==> config.mk <==
export PLATFORM = sky130hd
export DESIGN_NAME = wave_trace_render
export DESIGN_NICKNAME = d
export VERILOG_FILES = /design/src/rtl/wave_trace_render.sv
export SDC_FILE = /design/constraint.sdc
export NUM_CORES = 1
export LEC_CHECK = 0
export BUFFER_PORTS_ARGS = -buffer_cell sky130_fd_sc_hd__buf_2
export CAP_MARGIN = 20
export CELL_PAD_IN_SITES_DETAIL_PLACEMENT = 1
export CELL_PAD_IN_SITES_GLOBAL_PLACEMENT = 2
export CORE_MARGIN = 1.5
export CORE_UTILIZATION = 29
export CTS_CLUSTER_DIAMETER = 120
export CTS_CLUSTER_SIZE = 30
export DETAILED_ROUTE_END_ITERATION = 12
export GPL_ROUTABILITY_DRIVEN = 0
export GPL_TIMING_DRIVEN = 0
export HOLD_SLACK_MARGIN = 0.08
export PLACE_DENSITY = 0.74
export SETUP_SLACK_MARGIN = 0.5
export SLEW_MARGIN = 30
export SYNTH_ARGS = -nofsm -noshare
export SYNTH_HDL_FRONTEND = slang
export SYNTH_SLANG_ARGS = --single-unit
export TNS_END_PERCENT = 20
==> constraint.sdc <==
create_clock -name pixel_clk -period 3.75 [get_ports pixel_clk]
set_input_delay 0.75 -clock pixel_clk [delete_from_list [all_inputs] [get_ports pixel_clk]]
set_output_delay 0.75 -clock pixel_clk [all_outputs]
set_load 0.01 [all_outputs]
==> src/rtl/wave_trace_render.sv <==
// wave_trace_render: reader/display end of the 1024x8 AD capture buffer.
// Pixel (x,y) presented on pixel_xpos/pixel_ypos at cycle t becomes
// pixel_data at t+3: rd_addr is registered at t+1, the RAM answers at t+2
// and the pixel colour is registered at t+3. Window flags follow the same
// two-stage delay so that they line up with rd_data.
// Optional feature macro: GRID_EN (draws an 8x4 division grid in the window).
module wave_trace_render #(
    parameter int          WIN_X0     = 448,
    parameter int          WIN_Y0     = 200,
    parameter logic [23:0] TRACE_RGB  = 24'hFFFF00,
    parameter logic [23:0] BORDER_RGB = 24'hFFFFFF,
    parameter logic [23:0] BG_RGB     = 24'h000000
) (
    input  logic        pixel_clk,
    input  logic        sys_rst,
    input  logic [11:0] pixel_xpos,
    input  logic [11:0] pixel_ypos,
    input  logic        cap_done,
    output logic [9:0]  rd_addr,
    input  logic [7:0]  rd_data,
    output logic        buf_busy,
    output logic [23:0] pixel_data
);

    localparam logic [11:0] X_LO = 12'(WIN_X0);
    localparam logic [11:0] X_HI = 12'(WIN_X0 + 1023);
    localparam logic [11:0] Y_LO = 12'(WIN_Y0);
    localparam logic [11:0] Y_HI = 12'(WIN_Y0 + 255);
`ifdef GRID_EN
    localparam logic [23:0] GRID_RGB = 24'h404040;
`endif

    typedef enum logic [1:0] {
        S_IDLE       = 2'd0,
        S_WAIT_FRAME = 2'd1,
        S_DRAW       = 2'd2
    } state_t;

    // Smaller / larger of two samples; bounds of the vertical line segment.
    function automatic logic [7:0] min8(input logic [7:0] a, input logic [7:0] b);
        if (a < b) begin
            return a;
        end else begin
            return b;
        end
    endfunction

    function automatic logic [7:0] max8(input logic [7:0] a, input logic [7:0] b);
        if (a > b) begin
            return a;
        end else begin
            return b;
        end
    endfunction

    state_t      state_r;

    // Stage 0 (combinational view of the requested pixel)
    logic [11:0] dx_s;
    logic [11:0] dy_s;
    logic        in_x_s;
    logic        in_y_s;
    logic        in_win_s;
    logic        on_edge_s;
    logic        border_s;
    logic        col0_s;
    logic [7:0]  level_s;
    logic [9:0]  addr_s;
    logic        frame_start_s;
    logic        last_px_s;
    logic        draw_s;

    // Stage 1 (aligned with rd_addr)
    logic        in_win1_r;
    logic        border1_r;
    logic        col01_r;
    logic [7:0]  level1_r;
    logic        draw1_r;

    // Stage 2 (aligned with rd_data)
    logic        in_win2_r;
    logic        border2_r;
    logic        col02_r;
    logic [7:0]  level2_r;
    logic        draw2_r;

    // Line fill
    logic [7:0]  prev_r;
    logic [7:0]  prev_eff_s;
    logic [7:0]  lo_s;
    logic [7:0]  hi_s;
    logic        hit_s;
    logic [23:0] color_s;

`ifdef GRID_EN
    logic        grid_s;
    logic        grid1_r;
    logic        grid2_r;
`endif

    // Decode the requested pixel against the window; unsigned 12-bit compares.
    always_comb begin
        dx_s          = pixel_xpos - X_LO;
        dy_s          = pixel_ypos - Y_LO;
        in_x_s        = (pixel_xpos >= X_LO) && (pixel_xpos <= X_HI);
        in_y_s        = (pixel_ypos >= Y_LO) && (pixel_ypos <= Y_HI);
        in_win_s      = in_x_s && in_y_s;
        on_edge_s     = (dx_s == 12'd0) || (dx_s == 12'd1023) ||
                        (dy_s == 12'd0) || (dy_s == 12'd255);
        border_s      = in_win_s && on_edge_s;
        col0_s        = in_x_s && (dx_s == 12'd0);
        // Row 0 of the window is level 255, the bottom row is level 0.
        level_s       = 8'd255 - dy_s[7:0];
        if (in_x_s) begin
            addr_s = dx_s[9:0];
        end else begin
            addr_s = 10'd0;
        end
        frame_start_s = (pixel_xpos == 12'd0) && (pixel_ypos == 12'd0);
        last_px_s     = (pixel_xpos == X_HI) && (pixel_ypos == Y_HI);
        draw_s        = (state_r == S_DRAW);
    end

`ifdef GRID_EN
    // Grid lines every 128 columns and every 64 rows inside the window.
    always_comb begin
        grid_s = in_win_s && ((dx_s[6:0] == 7'd0) || (dy_s[5:0] == 6'd0));
    end
`endif

    // Capture/draw handshake FSM; buf_busy covers S_DRAW plus the pipeline tail.
    always_ff @(posedge pixel_clk) begin
        if (sys_rst) begin
            state_r  <= S_IDLE;
            buf_busy <= 1'b0;
        end else begin
            case (state_r)
                S_IDLE: begin
                    if (cap_done) begin
                        state_r <= S_WAIT_FRAME;
                    end else begin
                        state_r <= S_IDLE;
                    end
                    buf_busy <= draw1_r;
                end
                S_WAIT_FRAME: begin
                    if (frame_start_s) begin
                        state_r  <= S_DRAW;
                        buf_busy <= 1'b1;
                    end else begin
                        state_r  <= S_WAIT_FRAME;
                        buf_busy <= draw1_r;
                    end
                end
                S_DRAW: begin
                    if (last_px_s) begin
                        state_r <= S_WAIT_FRAME;
                    end else begin
                        state_r <= S_DRAW;
                    end
                    // The last window pixel is still in flight for two more cycles.
                    buf_busy <= 1'b1;
                end
                default: begin
                    state_r  <= S_IDLE;
                    buf_busy <= 1'b0;
                end
            endcase
        end
    end

    // Stage 1: register the RAM address and the pixel's window attributes.
    always_ff @(posedge pixel_clk) begin
        if (sys_rst) begin
            rd_addr   <= 10'd0;
            in_win1_r <= 1'b0;
            border1_r <= 1'b0;
            col01_r   <= 1'b0;
            level1_r  <= 8'd0;
            draw1_r   <= 1'b0;
        end else begin
            rd_addr   <= addr_s;
            in_win1_r <= in_win_s;
            border1_r <= border_s;
            col01_r   <= col0_s;
            level1_r  <= level_s;
            draw1_r   <= draw_s;
        end
    end

    // Stage 2: delay the attributes so they meet rd_data.
    always_ff @(posedge pixel_clk) begin
        if (sys_rst) begin
            in_win2_r <= 1'b0;
            border2_r <= 1'b0;
            col02_r   <= 1'b0;
            level2_r  <= 8'd0;
            draw2_r   <= 1'b0;
        end else begin
            in_win2_r <= in_win1_r;
            border2_r <= border1_r;
            col02_r   <= col01_r;
            level2_r  <= level1_r;
            draw2_r   <= draw1_r;
        end
    end

`ifdef GRID_EN
    // Grid flag travels through the same two-stage delay.
    always_ff @(posedge pixel_clk) begin
        if (sys_rst) begin
            grid1_r <= 1'b0;
            grid2_r <= 1'b0;
        end else begin
            grid1_r <= grid_s;
            grid2_r <= grid1_r;
        end
    end
`endif

    // Line fill: the trace spans every level between this sample and its left neighbour.
    always_comb begin
        if (col02_r) begin
            prev_eff_s = rd_data;
        end else begin
            prev_eff_s = prev_r;
        end
        lo_s  = min8(prev_eff_s, rd_data);
        hi_s  = max8(prev_eff_s, rd_data);
        hit_s = (level2_r >= lo_s) && (level2_r <= hi_s);
    end

    // Pixel priority: outside, border, trace, grid, background.
    always_comb begin
        if (!in_win2_r) begin
            color_s = BG_RGB;
        end else if (border2_r) begin
            color_s = BORDER_RGB;
        end else if (draw2_r && hit_s) begin
            color_s = TRACE_RGB;
`ifdef GRID_EN
        end else if (grid2_r) begin
            color_s = GRID_RGB;
`endif
        end else begin
            color_s = BG_RGB;
        end
    end

    // Stage 3: register the colour and remember this column's sample for the next one.
    always_ff @(posedge pixel_clk) begin
        if (sys_rst) begin
            pixel_data <= BG_RGB;
            prev_r     <= 8'd0;
        end else begin
            pixel_data <= color_s;
            if (in_win2_r) begin
                prev_r <= rd_data;
            end else begin
                prev_r <= prev_r;
            end
        end
    end

endmodule
[After elaboration in Yosys (flattened, before gate mapping)]
Cells that the tools add are included.
W data, S select, Z words.
Operators by class
  $add $sub $neg: 3
  multipliers: 0
  div/mod/pow operators: 0
  magnitude comparators: 8
  equal/unequal tests: 6
  shift operators: 0
  multiplexer cells: 11
  bitwise logic cells: 2
  reduce and logical (&&, ||, !) cells: 19
Operators by type and width (count)
  $logic_not A12 Y1: 4
  $mux W24: 2
  $mux W8: 3
  $eq A12 B10 Y1 const B: 1
  $eq A12 B11 Y1 const B: 1
  $eq A12 B8 Y1 const B: 1
  $eq A12 B9 Y1 const B: 1
  $ge A12 B8 Y1 const B: 1
  $ge A12 B9 Y1 const B: 1
  $le A12 B11 Y1 const B: 1
  $le A12 B9 Y1 const B: 1
  $sub A12 B8 Y12 const B: 1
  $sub A12 B9 Y12 const B: 1
  $logic_and A1 B1 Y1: 9
  $ge A8 B8 Y1: 1
  $gt A8 B8 Y1: 1
  $le A8 B8 Y1: 1
  $lt A8 B8 Y1: 1
  $sub A8 B8 Y8 const A: 1
  $pmux W2 S3: 1
  $mux W2: 2
  $reduce_or A2 Y1: 2
  $logic_or A1 B1 Y1: 3
  $pmux W1 S3: 1
  other kinds (5): 7
Storage, ports and cells
  bits in registers: 69
  latch bits: 0
  memory bits (writable): 0
  memory bits (read-only): 0
  input bits: 35
  logic and storage cells: 64
  memories kept: 0

[Depth between registers and ports, before layout]
Gate-level depths: netlist of the first run.
  word-level depth: 8
  gate-level depth with buffers: 15
  mapped depth without buffers: 14

[Least setup slack after synthesis of the first run]
OpenSTA, ideal clock, no wires.
  path kind: input to register
  start: in rd_data[5]
  end: reg pixel_data[22]
  setup time: 0.123 ns
  arrival time: 3.580 ns
  data required time: 3.627 ns
  slack: 0.047 ns
  stages on the path: 13
  path through: mux2_2 -> ha_1 -> a21o_1 -> a21oi_1 -> nor2b_1 -> nor3_2 -> mux2_2 -> ha_1 -> nand2b_1 -> a21o_1 -> a211oi_1 -> o311a_1 -> nor4_1
Between the ends
  longest elaborated chain between the ends: 8
RTL lines
  start: declaration: line 20  | input logic [7:0] rd_data,
  $mux W8: line 223  | if (col02_r) begin
  $lt A8 B8 Y1 or $gt A8 B8 Y1 (tied branches): line 41, 49
  $mux W8 (on tied branches): line 41, 49
  $ge A8 B8 Y1 or $le A8 B8 Y1 (tied branches): line 230  | hit_s = (level2_r >= lo_s) && (level2_r <= hi_s);
  $logic_and A1 B1 Y1 (*): line 230
  $logic_and A1 B1 Y1 (*): line 239  | end else if (draw2_r && hit_s) begin
  $mux W24 (*): line 239
  $mux W24 (*): line 237  | end else if (border2_r) begin
  end signal: assignment: line 256  | pixel_data <= color_s;
  end: declaration: line 22  | output logic [23:0] pixel_data
Mark *: on every way between the ends. The rest lies on a longest branch, timed or not.
A chain may end at the register's enable or synchronous reset.

[Worst setup path after layout of the first run]
  start: in rd_data[1]
  end: reg pixel_data[22]
The elaborated chain is that of the path after synthesis.

==> impl_metrics.json, run 1 <==
{
  "synth.cell_area_sq_um": 2860,
  "async_flop_share": 0,
  "max-vdd-ir-drop_mv": 0.139,
  "syn_area_per_cell_sq_um": 9.33,
  "worst_clock_skew_ps": 4.91,
  "status": "completed",
  "grt_max_degree": 17,
  "tightest_slew_ps": 735,
  "yosysSeqAreaShare": 0.330,
  "ctsHoldBuffers": 0,
  "drive_above_1_share": 0.351,
  "hold_violations": 0,
  "grt_pass1_wl_mm": 10.9,
  "drt_first_pass_iters": 3,
  "pin_count": 70,
  "synth_cell_types": 48,
  "vias": 2351,
  "slew_violations": 0,
  "die_y_um": 102,
  "wl_mm": 6.84,
  "p_int_mw": 0.791,
  "yosys.area.top_type": "dfxtp_1",
  "ys_warn_count": 0,
  "ys.flop_type": "dfxtp_1",
  "setup_viol": 0,
  "die_w_um": 102,
  "htreeDepth": 2,
  "slew_headroom": 0.510,
  "finalCriticalPeriod_ps": 3310,
  "rsz0062_at_grt": "true",
  "post-route-util": 0.375,
  "via_per_inst": 4.52,
  "hold_ws_ps": 444,
  "start_util": 0.296,
  "synth_edf_count": 0,
  "switching_power_mw": 0.255,
  "drv_cap": 0,
  "p_per_area_nw_per_um2": 289,
  "place_ws_ps": -342,
  "p_seq_frac": 0.496,
  "cts_buffers": 5,
  "grt_usage": 0.134,
  "fillers": 1173,
  "start_kind": "input port",
  "cts-root-buf": "clkbuf_8",
  "post-route-period-util": 0.883,
  "grt_overflow": 0,
  "hpwl_mm": 5.44,
  "crit_path_end_kind": "register",
  "grt_antenna_before_repair": 0,
  "pwr-share-clk": 0.372,
  "crit_arrival_ps": 3510,
  "fmax_ghz": 0.302,
  "syn2layout_area_growth_pct": 26.7,
  "ant_nets": 0,
  "ys_seq_elements": 47,
  "grt_pass1_vias": 2322,
  "synth.top_cells.by_area": "dfxtp_1 33%, ha_1 14%, mux2i_1 7.7%",
  "comb_power_share": 0.131,
  "synth_top_area_share": 0.330,
  "clk-insertion-delay-late_ps": 300,
  "nets": 452,
  "drc": 0,
  "power.leakage_nw": 1.77,
  "clockBufferDepth": 2,
  "clkTransAtPathRegs_ps": 90,
  "drtIter0Drc": 18,
  "layout_setup_ws_ps": 440,
  "cts_tree": "done",
  "crit_type": "input port to register",
  "syn_nets": 372,
  "num_rows": 36,
  "antenna_cells": 0,
  "dieArea_sq_um": 10500,
  "cp.required_ps": 3950,
  "io_buffers": 67,
  "wire_per_inst_um": 13.2,
  "clock-sinks": 47,
  "core-area_sq_um": 9640,
  "syn_inst": 306,
  "worstPathMaxFanout": 5,
  "power_mw": 1.05,
  "p_sw_frac": 0.244,
  "hp-class": "register to register"
}
[layout make-up]
type                       count  area [sq um]  area share
sequential                    47           942       0.260
timing repair buffer          73           403       0.111
tap                          133           166      0.0460
multi-input combinational    214          1710       0.474
buffer                        30           218      0.0602
clock buffer                   6          82.6      0.0228
inverter                      15          56.3      0.0156
clock inverter                 2          35.0     0.00969
[layer usage]
layer | part of all wire | track usage | vias to the layer above
li1 | - | - | 1207
met3 | 0.021 | 0.0178 | 7
met1 | 0.47 | 0.170 | 1103
met4 | 0.013 | 0.0411 | 0
met2 | 0.49 | 0.235 | 34
met5 | 0 | 0 | -
[power groups by stage]
| stage | clock network, mW | logic [mW] | registers, mW |
|---|---|---|---|
| finish | 0.389 | 0.137 | 0.519 |
| global route | 0.427 | 0.156 | 0.521 |
| CTS | 0.400 | 0.140 | 0.520 |
| detailed placement | 0 | 0.137 | 0.531 |
| global placement | 0 | 0.133 | 0.531 |
| floorplan | 0 | 0.0777 | 0.531 |
[cell usage after synthesis, drive strengths merged (3+ instances only)]
| cell | count |
|---|---|
| nand2 | 9 |
| clkbuf | 5 |
| xnor2 | 3 |
| ha | 31 |
| nor3 | 9 |
| nand4 | 8 |
| inv | 15 |
| nor2b | 21 |
| buf | 25 |
| and2 | 11 |
| mux2 | 11 |
| a21oi | 7 |
| o21ai | 6 |
| nand2b | 5 |
| nand3 | 5 |
| dfxtp | 47 |
| o22ai | 3 |
| mux2i | 22 |
| a21o | 5 |
| nor2 | 26 |
| a211oi | 4 |
[per-stage QoR]
step                cell area (sq um)  cells  TNS (ps)
global route                     3620    520         0
finish                           3620    520         0
global placement                 3410    506      -307
floorplan                        2910    306         0
CTS                              3620    520         0
detailed placement               3410    506      -342
[worst max-delay path, stage by stage]
cell and delay (ps):
buf_6 100, mux2_4 280, ha_4 240, nor2b_1 120
o211ai_1 220, a21oi_2 130, nor3_4 170, mux2_4 320
ha_1 260, nand2b_1 90, a21o_1 140, a211oi_2 70
o311a_1 300, nor4_2 310
[logic make-up after synthesis]
| kind of cell | Yosys count | share of synthesized area |
|---|---|---|
| buf+inv | 45 | 0.0925 |
| mux | 33 | 0.121 |
| fa+ha+maj | 31 | 0.136 |
| flops | 47 | 0.330 |
| simple gates | 109 | 0.216 |
| xor+xnor | 5 | 0.0153 |
| compound gates | 36 | 0.0898 |
[flip-flops by register name, summed over array words and instances (netlist names), 2 cells and up]
name        count
state_r         2
pixel_data      2
level1_r        8
level2_r        8
prev_r          8
rd_addr        10
[placed cells by master, fill, tap and decap left out, drive strengths merged, types with 2 or more instances in the layout]
| cell type | instances |
|---|---|
| nor4b | 2 |
| nand2 | 9 |
| a21oi | 7 |
| clkbuf | 11 |
| nand2b | 5 |
| nor2 | 26 |
| a2111oi | 2 |
| or4 | 2 |
| nor4 | 2 |
| nand4 | 8 |
| xor2 | 2 |
| xnor2 | 3 |
| inv | 15 |
| o21ai | 6 |
| mux2i | 22 |
| buf | 98 |
| nand3 | 5 |
| mux2 | 11 |
| o31ai | 2 |
| o22ai | 3 |
| nand3b | 2 |
| dfxtp | 47 |
| a211oi | 4 |
| a21o | 5 |
| nor3 | 9 |
| nor2b | 21 |
| ha | 31 |
| or3 | 2 |
| and2 | 11 |
[timing repair]
action                     in CTS  in global routing
buffers inserted                6                  0
setup endpoints to repair       1                  1
pin swaps                      14                  5
hold endpoints to repair        0                  0
resized for setup               9                  0
[final timing paths]
| path | slack, ps | depth (start not counted) | endpoint | from |
|---|---|---|---|---|
| worst min register to register | 440 | 1 | level2_r[0] | level1_r[0] |
| worst min-delay path | 440 | 1 | level2_r[0] | level1_r[0] |
| worst max-delay path | 440 | 14 | pixel_data[22] | rd_data[1] |
| worst max register to register | 450 | 14 | pixel_data[22] | col02_r |
No activity file was read; power rests on OpenSTA's default activity.
==> run 2, diff against run 1 <==
--- a/config.mk
+++ b/config.mk
@@ -5,19 +5,20 @@
 export SDC_FILE = /design/constraint.sdc
 export NUM_CORES = 1
 export LEC_CHECK = 0
+export ABC_AREA = 1
 export BUFFER_PORTS_ARGS = -buffer_cell sky130_fd_sc_hd__buf_2
 export CAP_MARGIN = 20
 export CELL_PAD_IN_SITES_DETAIL_PLACEMENT = 1
 export CELL_PAD_IN_SITES_GLOBAL_PLACEMENT = 2
 export CORE_MARGIN = 1.5
-export CORE_UTILIZATION = 29
+export CORE_UTILIZATION = 26
 export CTS_CLUSTER_DIAMETER = 120
 export CTS_CLUSTER_SIZE = 30
 export DETAILED_ROUTE_END_ITERATION = 12
 export GPL_ROUTABILITY_DRIVEN = 0
 export GPL_TIMING_DRIVEN = 0
 export HOLD_SLACK_MARGIN = 0.08
-export PLACE_DENSITY = 0.74
+export PLACE_DENSITY = 0.73
 export SETUP_SLACK_MARGIN = 0.5
 export SLEW_MARGIN = 30
 export SYNTH_ARGS = -nofsm -noshare
==> run 2 against run 1 <==
Sequential share of layout area fell by 1.4 points. Setup slack improved by 310 ps. Register-to-register slack improved by 320 ps. First-iteration DRC count rose to 3.7 times the previous value. Core utilization fell by 4.1 points. Synthesized cell count rose by 46%. Worst hold slack got worse by 49 ps. Die area rose by 19%. Combinational power rose by 26%. Flip-flop and latch count did not move. Critical path type unchanged. Largest cell class unchanged.
==> impl_metrics.json, run 2 <==
{
  "status": "completed",
  "synth_common_cells": "104 x nand2_1, 69 x inv_1, 47 x dfxtp_1, 47 x nor2_1, 31 x ha_1",
  "drv_cap": 0,
  "dieArea_sq_um": 12400,
  "slowest_delay_ps": 290,
  "hp-class": "register to register",
  "max-vdd-ir-drop_mv": 0.156,
  "start_kind": "input port",
  "ys_warn_count": 0,
  "tightest_slew_ps": 592,
  "p_seq_frac": 0.450,
  "crit_path_end_kind": "register",
  "syn_nets": 513,
  "cts_buffers": 5,
  "antenna_cells": 0,
  "synth.top_cells.by_area": "dfxtp_1 31%, nand2_1 13%, ha_1 13%",
  "crit_cells": 22,
  "largest_reg_flops": 10,
  "cp_common_cell": "nand2_1",
  "top_register": "rd_addr",
  "grt_max_degree": 18,
  "instances_no_fill": 672,
  "pin_count": 70,
  "wl_mm": 8.21,
  "grt_overflow": 0,
  "comb_power_share": 0.149,
  "die_w_um": 112,
  "synth.cell_area_sq_um": 3060,
  "cp_top_family": "simple AND/OR/NAND/NOR gates",
  "start_util": 0.267,
  "drc": 0,
  "rsz0062_at_grt": "false",
  "core-area_sq_um": 11500,
  "tns_ps": 0,
  "cp_cell_sequence": "buf_2 > inv_2 > nand2_1 > o21ai_0 > inv_1 > ha_1 > nand2_1 > nor2_4 > nand2_1 > nand3_4 > buf_6 > nand3_1 > nand2_1 > ha_1 > nand2_1 > inv_1 > nor2_1 > o21a_1 > nand2_1 > nand2_1 > nand3_1 > nand2_1",
  "grt_pass1_wl_mm": 13.9,
  "die_y_um": 112,
  "yosys.area.top_type": "dfxtp_1",
  "fillers": 1490,
  "hold_violations": 0,
  "synth_cell_types": 29,
  "grt_pass1_vias": 2987,
  "crit_type": "input port to register",
  "final_common_cell": "nand2_1",
  "ant_nets": 0,
  "nets": 594,
  "switching_power_mw": 0.321,
  "syn2layout_area_growth_pct": 25.0,
  "slew_violations": 0,
  "drive_above_1_share": 0.287,
  "yosysSeqAreaShare": 0.307,
  "worstPathMaxFanout": 10,
  "drtIter0Drc": 67,
  "reg2reg_depth": 20,
  "vias": 2975,
  "synth_edf_count": 0,
  "ys.flop_type": "dfxtp_1",
  "path_buf_inv": 5,
  "hold_ws_ps": 395,
  "cp.required_ps": 3980,
  "grt_usage": 0.136,
  "wire_per_inst_um": 12.2,
  "hold_depth": 2,
  "clock-sinks": 47,
  "hpwl_mm": 6.74,
  "p_int_mw": 0.832,
  "clkTransAtPathRegs_ps": 70,
  "crit_arrival_ps": 3230,
  "pwr-share-clk": 0.401,
  "clk-insertion-delay-late_ps": 290,
  "place_ws_ps": 251,
  "setup_viol": 0,
  "synth.most_common_cell": "nand2_1",
  "dp_cells": 659,
  "grt_antenna_before_repair": 0,
  "slew_headroom": 0.605,
  "finalCriticalPeriod_ps": 3000,
  "drt_first_pass_iters": 4,
  "ys_seq_elements": 47,
  "htreeDepth": 2,
  "cpMaxStageDelayCell": "ha_1",
  "mostFrequentLayoutCells": "103 x nand2_1, 71 x buf_2, 61 x inv_1, 47 x nor2_1, 46 x dfxtp_1",
  "via_per_inst": 4.43,
  "worst_clock_skew_ps": 6.72,
  "num_rows": 39,
  "synth_top_area_share": 0.307,
  "syn_inst": 447,
  "post-route-period-util": 0.800,
  "p_per_area_nw_per_um2": 301,
  "cts-root-buf": "clkbuf_16",
  "async_flop_share": 0,
  "power.leakage_nw": 2.10,
  "clockBufferDepth": 2,
  "io_buffers": 69,
  "cts_tree": "done",
  "fmax_ghz": 0.333,
  "syn_area_per_cell_sq_um": 6.85,
  "p_sw_frac": 0.279,
  "layout_setup_ws_ps": 750
}
[run 2: cell type report]
class                      count  area, sq um  area share
multi-input combinational    297         1670       0.437
sequential                    47          945       0.247
timing repair buffer          74          383       0.100
inverter                      72          270      0.0706
buffer                        31          228      0.0595
tap                          143          179      0.0467
clock buffer                   5          125      0.0327
clock inverter                 3         27.5     0.00719
[run 2: metal layers]
metal	part of all wire	global-route usage	vias to the layer above
li1	-	-	1550
met1	0.47	0.170	1369
met2	0.49	0.241	42
met3	0.025	0.0212	14
met4	0.019	0.0380	0
met5	0	0	-
[run 2: metrics by stage]
stage,util,total power [mW],instance area (sq um)
2_1_floorplan,-,0.637,3060
3_3_place_gp,0.313,0.695,3590
3_5_place_dp,0.313,0.701,3590
4_1_cts,0.326,1.17,3740
5_1_grt,0.334,1.22,3830
6_report,0.334,1.15,3830
[run 2: worst paths after layout]
check	startpoint	end	slack (ps)
setup / recovery	rd_data[4]	pixel_data[22]	750
hold reg to reg	level1_r[7]	level2_r[7]	390
setup reg to reg	col02_r	pixel_data[22]	770
hold / removal	level1_r[7]	level2_r[7]	390
[run 2: tightest hold or removal path, stage by stage (launching register included)]
cell     delay (ps)
dfxtp_1         300
inv_1            40
nor2_1           30
[run 2: timing repair]
item,in CTS,in global routing
endpoints found under the setup margin,1,1
buffers inserted,0,5
hold buffers,0,0
pin swaps,0,1
gates resized for setup,1,22
[run 2: kinds of logic after synthesis]
family,synth area share
adders and majority gates,0.127
DFF,0.307
buffers and inverters,0.162
and+or+nand+nor,0.301
AOI/OAI and AO/OA,0.103
[run 2: power by group through the flow]
stage          clock (mW)  combinational (mW)  sequential (mW)
2_1_floorplan           0               0.106            0.532
3_3_place_gp            0               0.164            0.531
3_5_place_dp            0               0.170            0.531
4_1_cts             0.479               0.171            0.520
5_1_grt             0.500               0.201            0.521
6_report            0.463               0.172            0.519
==> run 3, diff against run 2 <==
--- a/config.mk
+++ b/config.mk
@@ -5,20 +5,20 @@
 export SDC_FILE = /design/constraint.sdc
 export NUM_CORES = 1
 export LEC_CHECK = 0
-export ABC_AREA = 1
+export ABC_AREA = 0
 export BUFFER_PORTS_ARGS = -buffer_cell sky130_fd_sc_hd__buf_2
 export CAP_MARGIN = 20
 export CELL_PAD_IN_SITES_DETAIL_PLACEMENT = 1
 export CELL_PAD_IN_SITES_GLOBAL_PLACEMENT = 2
 export CORE_MARGIN = 1.5
-export CORE_UTILIZATION = 26
+export CORE_UTILIZATION = 32
 export CTS_CLUSTER_DIAMETER = 120
 export CTS_CLUSTER_SIZE = 30
 export DETAILED_ROUTE_END_ITERATION = 12
 export GPL_ROUTABILITY_DRIVEN = 0
 export GPL_TIMING_DRIVEN = 0
 export HOLD_SLACK_MARGIN = 0.08
-export PLACE_DENSITY = 0.73
+export PLACE_DENSITY = 0.77
 export SETUP_SLACK_MARGIN = 0.5
 export SLEW_MARGIN = 30
 export SYNTH_ARGS = -nofsm -noshare
==> constraint.sdc (replaced) <==
create_clock -name pixel_clk -period 2.8 [get_ports pixel_clk]
set_input_delay 0.56 -clock pixel_clk [delete_from_list [all_inputs] [get_ports pixel_clk]]
set_output_delay 0.56 -clock pixel_clk [all_outputs]
set_load 0.01 [all_outputs]
==> run 3 against run 2 <==
The run now ends with negative setup slack left. Die area is 24% lower. Total power grew 27%. Count of clock-buffer cells in the layout increased by 1. Via count decreased by 22%. Global-route usage grew 1.2 points. Largest power group unchanged.
==> impl_metrics.json, run 3 (same netlist as run 1, synthesis figures left out) <==
{
  "syn2layout_area_growth_pct": 26.7,
  "via_per_inst": 4.70,
  "dieArea_sq_um": 9500,
  "post-route-util": 0.417,
  "grt_pass1_vias": 2404,
  "drtIter0Drc": 53,
  "cts-root-buf": "clkbuf_8",
  "finalCriticalPeriod_ps": 3300,
  "final_common_cell": "buf_2",
  "start_kind": "register",
  "status": "finished, violations left",
  "violations": "negative setup slack",
  "power.leakage_nw": 1.77,
  "largest_reg_flops": 10,
  "grt_max_degree": 17,
  "fmax_ghz": 0.303,
  "crit_arrival_ps": 3510,
  "start_util": 0.329,
  "worstPathMaxFanout": 8,
  "clk-insertion-delay-late_ps": 300,
  "tns_ps": -505,
  "top_register": "rd_addr",
  "setup_viol": 1,
  "p_per_area_nw_per_um2": 404,
  "die_w_um": 97.5,
  "crit_path_end_kind": "register",
  "antenna_cells": 0,
  "mostFrequentLayoutCells": "68 x buf_2, 46 x dfxtp_1, 29 x buf_4, 29 x ha_1, 26 x nor2_1",
  "fillers": 1040,
  "crit_type": "register to register",
  "worst_clock_skew_ps": 4.01,
  "hp-class": "register to register",
  "layout_setup_ws_ps": -505,
  "drive_above_1_share": 0.365,
  "wire_per_inst_um": 13.7,
  "nets": 454,
  "wl_mm": 6.82,
  "clock-sinks": 47,
  "drc": 0,
  "num_rows": 34,
  "cts_tree": "done",
  "hpwl_mm": 5.36,
  "slew_violations": 0,
  "grt_antenna_before_repair": 0,
  "clkTransAtPathRegs_ps": 90,
  "dpl_cell_area_sq_um": 3390,
  "reg2reg_depth": 15,
  "pin_count": 70,
  "slew_headroom": 0.537,
  "cp.required_ps": 3000,
  "ctsHoldBuffers": 0,
  "max-vdd-ir-drop_mv": 0.227,
  "ant_nets": 0,
  "hold_depth": 1,
  "grt_pass1_wl_mm": 11.4,
  "rsz0062_at_grt": "true",
  "tightest_slew_ps": 695,
  "drv_cap": 0,
  "core-area_sq_um": 8680,
  "cts_buffers": 5,
  "clockBufferDepth": 2,
  "hold_violations": 0,
  "grt_overflow": 0,
  "grt_usage": 0.147,
  "fin_area_sq_um": 3620,
  "htreeDepth": 2,
  "die_y_um": 97.5,
  "drt_first_pass_iters": 4,
  "io_buffers": 67,
  "post-route-period-util": 1.18,
  "vias": 2335
}
[run 3: cell count changes in the layout (fill, tap and decap cells not counted), moves of 7 or more]
| cell | before | now |
|---|---|---|
| inv_2 | 11 | 1 |
| o21ai_2 | 8 | 1 |
| nand3_1 | 27 | 5 |
| mux2_2 | 0 | 8 |
| and2_1 | 0 | 10 |
| mux2i_1 | 0 | 20 |
| a21oi_1 | 21 | 4 |
| inv_1 | 61 | 14 |
| nor2_2 | 11 | 0 |
| nor2b_1 | 0 | 20 |
| o21ai_0 | 16 | 5 |
| nor2_1 | 47 | 26 |
| nand2_1 | 103 | 7 |
[run 3: path summary, 6_finish.rpt]
| kind | from | end | slack (ps) |
|---|---|---|---|
| worst max register to register | col02_r | pixel_data[22] | -500 |
| worst min-delay path | level1_r[7] | level2_r[7] | 440 |
| worst min register to register | level1_r[7] | level2_r[7] | 440 |
| worst max-delay path | col02_r | pixel_data[22] | -500 |
[run 3: what timing repair did]
item | 4_1_cts | 5_1_grt
resized for setup | 8 | 4
pin swaps | 8 | 5
setup endpoints to repair | 1 | 2
buffers inserted | 7 | 1
[run 3: final cells by class]
| cell class | count | area, sq um | share of cell area |
|---|---|---|---|
| Buffer | 30 | 219 | 0.0605 |
| Clock buffer | 6 | 72.6 | 0.0201 |
| Clock inverter | 2 | 60.1 | 0.0166 |
| Inverter | 15 | 56.3 | 0.0156 |
| Multi-Input combinational cell | 214 | 1730 | 0.478 |
| Sequential cell | 47 | 942 | 0.260 |
| Tap cell | 108 | 135 | 0.0373 |
| Timing Repair Buffer | 75 | 403 | 0.111 |
[run 3: report_power, final]
part	switching, mW	internal [mW]
Combinational	0.104	0.0827
Clock	0.223	0.357
Sequential	0.00798	0.687
[run 3: per-layer routing]
layer	wire length (um)	GRT usage
met4	95	0.0396
met5	0	0
met2	3360	0.252
met3	189	0.0252
met1	3180	0.192
[run 3: worst max-delay path, stage by stage (launching register included)]
cell      delay (ps)
dfxtp_2          340
buf_8            130
mux2_4           320
ha_4             220
nor2b_1          120
o211ai_1         230
a21oi_2          140
o31ai_4          250
buf_6            160
mux2i_2          210
ha_1             270
a21o_1           190
a21o_1           180
a21oi_1          150
nor2_1            70
nor4_2           240
[run 3: metrics by stage]
| step | power (mW) | instances | hold slack, ps | setup slack (ps) |
|---|---|---|---|---|
| floorplan | 0.816 | 306 | 414 | -496 |
| finish | 1.46 | 497 | 439 | -505 |
| CTS | 1.49 | 496 | 438 | -538 |
| detailed placement | 0.895 | 481 | 426 | -1050 |
| global route | 1.55 | 497 | 456 | -682 |
| global placement | 0.889 | 481 | 424 | -1010 |
